### src/rtl/mem_port_arbiter_if.sv
// Requester and memory-side signal bundle for mem_port_arbiter.
// The slave modport is the arbiter's view; master is the requesters plus memory.
interface mem_port_arbiter_if #(
    parameter int ADDR_W = 9,
    parameter int DATA_W = 16
);
    logic              req_a;
    logic              we_a;
    logic [ADDR_W-1:0] addr_a;
    logic [DATA_W-1:0] wdata_a;
    logic              gnt_a;
    logic              rvalid_a;
    logic [DATA_W-1:0] rdata_a;

    logic              req_b;
    logic              we_b;
    logic [ADDR_W-1:0] addr_b;
    logic [DATA_W-1:0] wdata_b;
    logic              gnt_b;
    logic              rvalid_b;
    logic [DATA_W-1:0] rdata_b;

    logic [ADDR_W-1:0] mem_address;
    logic [DATA_W-1:0] mem_data;
    logic              mem_wren;
    logic              mem_rden;
    logic [DATA_W-1:0] mem_q;

    modport slave (
        input  req_a, we_a, addr_a, wdata_a,
        input  req_b, we_b, addr_b, wdata_b,
        input  mem_q,
        output gnt_a, rvalid_a, rdata_a,
        output gnt_b, rvalid_b, rdata_b,
        output mem_address, mem_data, mem_wren, mem_rden
    );

    modport master (
        output req_a, we_a, addr_a, wdata_a,
        output req_b, we_b, addr_b, wdata_b,
        output mem_q,
        input  gnt_a, rvalid_a, rdata_a,
        input  gnt_b, rvalid_b, rdata_b,
        input  mem_address, mem_data, mem_wren, mem_rden
    );
endinterface

### src/rtl/mem_port_arbiter.sv
// Round-robin two-requester arbiter for a single-port memory; tracks in-flight
// reads so each result is returned only to the requester that issued it.
module mem_port_arbiter #(
    parameter int ADDR_W       = 9,
    parameter int DATA_W       = 16,
    parameter int READ_LATENCY = 1
) (
    input logic               clock,
    input logic               reset,
    mem_port_arbiter_if.slave bus
);
    logic                    last_b;
    logic                    issue_owner_b;
    logic                    gnt_a;
    logic                    gnt_b;
    logic                    sel_we;
    logic [ADDR_W-1:0]       sel_addr;
    logic [DATA_W-1:0]       sel_wdata;
    logic [READ_LATENCY-1:0] pipe_valid;
    logic [READ_LATENCY-1:0] pipe_owner_b;

    // On a tie the requester that did not win last time goes first.
    always_comb begin
        gnt_a = 1'b0;
        gnt_b = 1'b0;
        if (!reset) begin
            if (bus.req_a && (!bus.req_b || last_b)) begin
                gnt_a = 1'b1;
            end else if (bus.req_b) begin
                gnt_b = 1'b1;
            end
        end
    end

    assign bus.gnt_a = gnt_a;
    assign bus.gnt_b = gnt_b;

    assign sel_we    = gnt_b ? bus.we_b    : bus.we_a;
    assign sel_addr  = gnt_b ? bus.addr_b  : bus.addr_a;
    assign sel_wdata = gnt_b ? bus.wdata_b : bus.wdata_a;

    always_ff @(posedge clock) begin
        if (reset) begin
            last_b          <= 1'b1;
            issue_owner_b   <= 1'b0;
            bus.mem_address <= '0;
            bus.mem_data    <= '0;
            bus.mem_wren    <= 1'b0;
            bus.mem_rden    <= 1'b0;
        end else if (gnt_a || gnt_b) begin
            last_b          <= gnt_b;
            issue_owner_b   <= gnt_b;
            bus.mem_address <= sel_addr;
            bus.mem_data    <= sel_wdata;
            bus.mem_wren    <= sel_we;
            bus.mem_rden    <= !sel_we;
        end else begin
            bus.mem_wren    <= 1'b0;
            bus.mem_rden    <= 1'b0;
        end
    end

    // The pipe output lines up with the cycle mem_q carries that read's data.
    always_ff @(posedge clock) begin
        if (reset) begin
            pipe_valid   <= '0;
            pipe_owner_b <= '0;
            bus.rvalid_a <= 1'b0;
            bus.rvalid_b <= 1'b0;
            bus.rdata_a  <= '0;
            bus.rdata_b  <= '0;
        end else begin
            pipe_valid[0]   <= bus.mem_rden;
            pipe_owner_b[0] <= issue_owner_b;
            for (int i = 1; i < READ_LATENCY; i++) begin
                pipe_valid[i]   <= pipe_valid[i-1];
                pipe_owner_b[i] <= pipe_owner_b[i-1];
            end
            bus.rvalid_a <= pipe_valid[READ_LATENCY-1] && !pipe_owner_b[READ_LATENCY-1];
            bus.rvalid_b <= pipe_valid[READ_LATENCY-1] &&  pipe_owner_b[READ_LATENCY-1];
            if (pipe_valid[READ_LATENCY-1]) begin
                if (pipe_owner_b[READ_LATENCY-1]) begin
                    bus.rdata_b <= bus.mem_q;
                end else begin
                    bus.rdata_a <= bus.mem_q;
                end
            end
        end
    end
endmodule

### src/flat_wrapper.sv
// flat-port wrapper written by rule: the top's interface ports become plain ports
module mem_port_arbiter_flat 
#(
    parameter int ADDR_W       = 9,
    parameter int DATA_W       = 16,
    parameter int READ_LATENCY = 1
)
  (clock, reset, bus_req_a, bus_we_a, bus_addr_a, bus_wdata_a, bus_req_b, bus_we_b, bus_addr_b, bus_wdata_b, bus_mem_q, bus_gnt_a, bus_rvalid_a, bus_rdata_a, bus_gnt_b, bus_rvalid_b, bus_rdata_b, bus_mem_address, bus_mem_data, bus_mem_wren, bus_mem_rden);
  mem_port_arbiter_if #(.ADDR_W(ADDR_W), .DATA_W(DATA_W)) bus_i ();
  input logic clock;
  input logic reset;
  input wire logic [$bits(bus_i.req_a)-1:0] bus_req_a;
  input wire logic [$bits(bus_i.we_a)-1:0] bus_we_a;
  input wire logic [$bits(bus_i.addr_a)-1:0] bus_addr_a;
  input wire logic [$bits(bus_i.wdata_a)-1:0] bus_wdata_a;
  input wire logic [$bits(bus_i.req_b)-1:0] bus_req_b;
  input wire logic [$bits(bus_i.we_b)-1:0] bus_we_b;
  input wire logic [$bits(bus_i.addr_b)-1:0] bus_addr_b;
  input wire logic [$bits(bus_i.wdata_b)-1:0] bus_wdata_b;
  input wire logic [$bits(bus_i.mem_q)-1:0] bus_mem_q;
  output wire logic [$bits(bus_i.gnt_a)-1:0] bus_gnt_a;
  output wire logic [$bits(bus_i.rvalid_a)-1:0] bus_rvalid_a;
  output wire logic [$bits(bus_i.rdata_a)-1:0] bus_rdata_a;
  output wire logic [$bits(bus_i.gnt_b)-1:0] bus_gnt_b;
  output wire logic [$bits(bus_i.rvalid_b)-1:0] bus_rvalid_b;
  output wire logic [$bits(bus_i.rdata_b)-1:0] bus_rdata_b;
  output wire logic [$bits(bus_i.mem_address)-1:0] bus_mem_address;
  output wire logic [$bits(bus_i.mem_data)-1:0] bus_mem_data;
  output wire logic [$bits(bus_i.mem_wren)-1:0] bus_mem_wren;
  output wire logic [$bits(bus_i.mem_rden)-1:0] bus_mem_rden;
  assign bus_i.req_a = bus_req_a;
  assign bus_i.we_a = bus_we_a;
  assign bus_i.addr_a = bus_addr_a;
  assign bus_i.wdata_a = bus_wdata_a;
  assign bus_i.req_b = bus_req_b;
  assign bus_i.we_b = bus_we_b;
  assign bus_i.addr_b = bus_addr_b;
  assign bus_i.wdata_b = bus_wdata_b;
  assign bus_i.mem_q = bus_mem_q;
  assign bus_gnt_a = bus_i.gnt_a;
  assign bus_rvalid_a = bus_i.rvalid_a;
  assign bus_rdata_a = bus_i.rdata_a;
  assign bus_gnt_b = bus_i.gnt_b;
  assign bus_rvalid_b = bus_i.rvalid_b;
  assign bus_rdata_b = bus_i.rdata_b;
  assign bus_mem_address = bus_i.mem_address;
  assign bus_mem_data = bus_i.mem_data;
  assign bus_mem_wren = bus_i.mem_wren;
  assign bus_mem_rden = bus_i.mem_rden;
  mem_port_arbiter #(.ADDR_W(ADDR_W), .DATA_W(DATA_W), .READ_LATENCY(READ_LATENCY)) u_core (.clock(clock), .reset(reset), .bus(bus_i));
endmodule
### config.mk
export PLATFORM = sky130hd
export DESIGN_NAME = mem_port_arbiter_flat
export DESIGN_NICKNAME = d
export VERILOG_FILES = /design/src/rtl/mem_port_arbiter_if.sv /design/src/rtl/mem_port_arbiter.sv /design/src/flat_wrapper.sv
export SDC_FILE = /design/constraint.sdc
export NUM_CORES = 1
export LEC_CHECK = 0
export ABC_AREA = 0
export CORE_MARGIN = 4
export CORE_UTILIZATION = 35
export CTS_CLUSTER_DIAMETER = 30
export DETAILED_ROUTE_END_ITERATION = 12
export PLACE_DENSITY = 0.73
export SYNTH_ARGS = -nofsm -noshare
export SYNTH_HDL_FRONTEND = slang
export SYNTH_SLANG_ARGS = --single-unit
### constraint.sdc
create_clock -name clock -period 1.2 [get_ports clock]
set_input_delay 0.18 -clock clock [delete_from_list [all_inputs] [get_ports clock]]
set_output_delay 0.18 -clock clock [all_outputs]
set_load 0.05 [all_outputs]
==> impl_metrics.json <==
{
  "crit_type": "flip-flop to primary output",
  "die_y_um": 94.0,
  "wl_per_cell_um": 15.8,
  "tightest_slew_ps": 328,
  "intPower_mw": 3.99,
  "worst_slack_ps": -141,
  "vias": 2682,
  "min_path_cells": 3,
  "place.detailed.hpwl_um": 5890,
  "grt_max_degree": 28,
  "rsz0062_at_grt": "yes",
  "fin_area_um2": 5060,
  "regArea_um2": 1300,
  "insertion_delay_ps": 330,
  "start_util_pct": 35.9,
  "postSynthCellCount": 287,
  "status": "complete, but fails checks",
  "num_io_pins": 135,
  "routed_wl_um": 8380,
  "r2r_cells": 6,
  "drcViolationCount": 0,
  "cts_tree": "done",
  "drv_slew": 0,
  "clock_path_buffers": 2,
  "fillCellCount": 534,
  "violations": "negative setup slack",
  "worstPathRequired_ps": 1020,
  "drv_cap": 0,
  "synth.distinct_cells": 24,
  "setup_viol": 21,
  "switching_share_pct": 28.5,
  "synth_top_family_by_area": "simple AND/OR/NAND/NOR gates",
  "core_um2": 7210,
  "r2r_start": "u_core.last_b",
  "seq_power_share_pct": 43.0,
  "hold_path_startpoint": "reset",
  "p_leak_nw": 2.00,
  "synth-seq-cells": 65,
  "hold_path_class": "primary input to flip-flop",
  "startpoint": "u_core.last_b",
  "synth_fa_ha_area_share_pct": 0,
  "grt_use_total_pct": 18.5,
  "root_buffer": "clkbuf_8",
  "cts_buffers": 9,
  "endpoint_kind": "primary output",
  "maxSlewHeadroom_pct": 78.1,
  "arrival_ps": 1160,
  "drtAntennaViolNets": 0,
  "path_max_fanout": 3,
  "clkSlewWorstSetupHoldPaths_ps": 60,
  "p_comb_share_pct": 26.8,
  "fmax_ghz": 0.745,
  "power_density_nw_per_um2": 1100,
  "hold_viol_final": 0,
  "reg2reg_slack_ps": -50,
  "period_needed_ps": 1340,
  "drt_iter0_drc": 98,
  "synth_compound_gate_area_share_pct": 16.7,
  "synth.area.mux_share_pct": 0,
  "syn_area_per_cell_um2": 9.02,
  "vdd_ir_drop_max_mv": 0.620,
  "holdBufCountCts": 0,
  "syn-cell-area_um2": 2590,
  "dr.pass1.iters": 4,
  "syn2layout_area_growth_pct": 95.4,
  "hold_path_end": "u_core.bus.rdata_b[0]",
  "grt_pass1_vias": 2627,
  "die_x_um": 94.0,
  "power_mw": 5.58,
  "fin_crit_sh_pct": 112,
  "syn_nets": 359,
  "ys_warn_count": 0,
  "place_congestion": 0.786,
  "synthSimpleGateAreaFrac_pct": 27.5,
  "fin_skew_ps": 9.10,
  "p_sw_mw": 1.59,
  "dieArea_um2": 8840,
  "grt_pass1_wl_um": 12800,
  "layout-drive-gt1-share_pct": 25.7,
  "holdWs_ps": 288,
  "startpoint_type": "flip-flop",
  "multi_input_area_um2": 1200,
  "cts.sinks": 65,
  "grt_overflow": 0,
  "antenna_found_initial": 1,
  "p_clk_share_pct": 30.2,
  "fp-row-count": 31,
  "reg2reg_to": "u_core.bus.mem_data[10]",
  "io_buffers": 134,
  "ys_seq_area_share_pct": 50.2,
  "fin_nets": 500,
  "htree_levels": 3,
  "place_area_um2": 4750,
  "viasPerCell": 5.04,
  "synth-xor-area-share_pct": 0
}
==> cell families after synthesis <==
family,after synthesis
flops,65
compound gates,60
simple gates,135
buf+inv,27
==> power by group through the flow <==
stage,Sequential (mW),Clock (mW),Combinational (mW)
CTS,2.40,1.72,1.48
detailed placement,2.44,0,1.44
finish,2.40,1.68,1.50
global placement,2.44,0,1.42
floorplan,2.74,0,0.299
global route,2.41,1.80,1.56
==> routing by layer <==
layer | part of all wire [%] | routed length (µm) | track usage [%]
met2 | 46 | 3860 | 29.5
met1 | 41 | 3430 | 21.6
met4 | 1.3 | 108 | 6.26
met3 | 12 | 982 | 9.05
met5 | 0 | 0 | 0
==> flip-flops by register name (all words and copies together), names as in the netlist <==
register,cells
u_core.bus.mem_address,9
u_core.bus.mem_data,16
u_core.bus.mem_rden,1
u_core.bus.mem_wren,1
u_core.bus.rdata_a,16
u_core.bus.rdata_b,16
u_core.bus.rvalid_a,1
u_core.bus.rvalid_b,1
u_core.issue_owner_b,1
u_core.last_b,1
u_core.pipe_owner_b,1
u_core.pipe_valid,1
==> cell type report <==
class | count | area share (%)
diodes | 1 | 0.0495
inverters | 1 | 0.124
multi-input cells | 196 | 23.7
well taps | 99 | 2.45
clock buffers | 13 | 3.34
repair buffers | 155 | 44.3
clock inverters | 2 | 0.247
flip-flops and latches | 65 | 25.7
==> synth_stat cells <==
library cell | n | area (µm²)
nor3_1 | 1 | 5.00
inv_2 | 1 | 3.75
clkbuf_1 | 12 | 45.0
nand2_1 | 66 | 248
buf_2 | 10 | 50.1
and3_1 | 26 | 163
a21o_1 | 1 | 7.51
nor2b_2 | 1 | 8.76
nor3b_1 | 26 | 195
dfxtp_1 | 65 | 1300
nor4_1 | 1 | 6.26
nand2_4 | 1 | 11.3
nor2_1 | 4 | 15.0
nand2b_1 | 1 | 6.26
buf_6 | 4 | 45.0
and2_1 | 1 | 6.26
nor3_2 | 1 | 10.0
a21oi_1 | 32 | 160
or2_2 | 1 | 6.26
nor2b_1 | 4 | 25.0
o21a_1 | 1 | 7.51
a221o_1 | 25 | 250
a21boi_0 | 1 | 7.51
nor2_2 | 1 | 6.26
==> stage by stage <==
| step | utilization [%] | setup slack [ps] | cells | setup TNS (ps) |
|---|---|---|---|---|
| after floorplan | - | 8.97 | 287 | 0 |
| after global placement | 65.8 | -426 | 510 | -12060 |
| after detailed placement | 65.8 | -469 | 510 | -12940 |
| after CTS | 69.4 | -167 | 529 | -550 |
| after global routing | 70.1 | -177 | 532 | -1880 |
| final | 70.1 | -141 | 532 | -877 |
==> critical path: stages, from the launching register on <==
cell	delay (ps)
dfxtp_2	350
nor2b_2	60
nor3b_4	250
buf_12	170
==> placed cells by master (no fill, tap or decap), drive strengths merged <==
cell type and instances:
dlygate4sd2 2, nor4 1, nand2 68, buf 84, o21a 1, clkinv 1
and3 26, a21boi 1, nor2b 5, a221o 25, a21oi 32, clkinvlp 1
dfxtp 65, clkdlybuf4s50 68, nor3b 26, nor3 2, nor2 5, diode 1
inv 1, or2 1, nand2b 1, clkbuf 14, a21o 1, and2 1
==> how the worst max path moves through the flow <==
| stage | endpoint | slack, ps | depth (start not counted) |
|---|---|---|---|
| after detailed placement | u_core.bus.mem_address[8] | -470 | 4 |
| after CTS | bus_gnt_a | -170 | 3 |
| after global routing | bus_gnt_b | -180 | 5 |
| after floorplan | u_core.bus.mem_data[12] | 9 | 5 |
| after global placement | u_core.bus.mem_address[8] | -430 | 4 |
| final | bus_gnt_a | -140 | 3 |
==> timing repair <==
action | 4_1_cts | 5_1_grt
gates resized for setup | 14 | 5
endpoints found under the setup margin | 27 | 28
setup buffers | 3 | 1
cloned | 1 | 1
pin swaps | 4 | 16
Note: power is estimated with default switching activity, not from simulation.
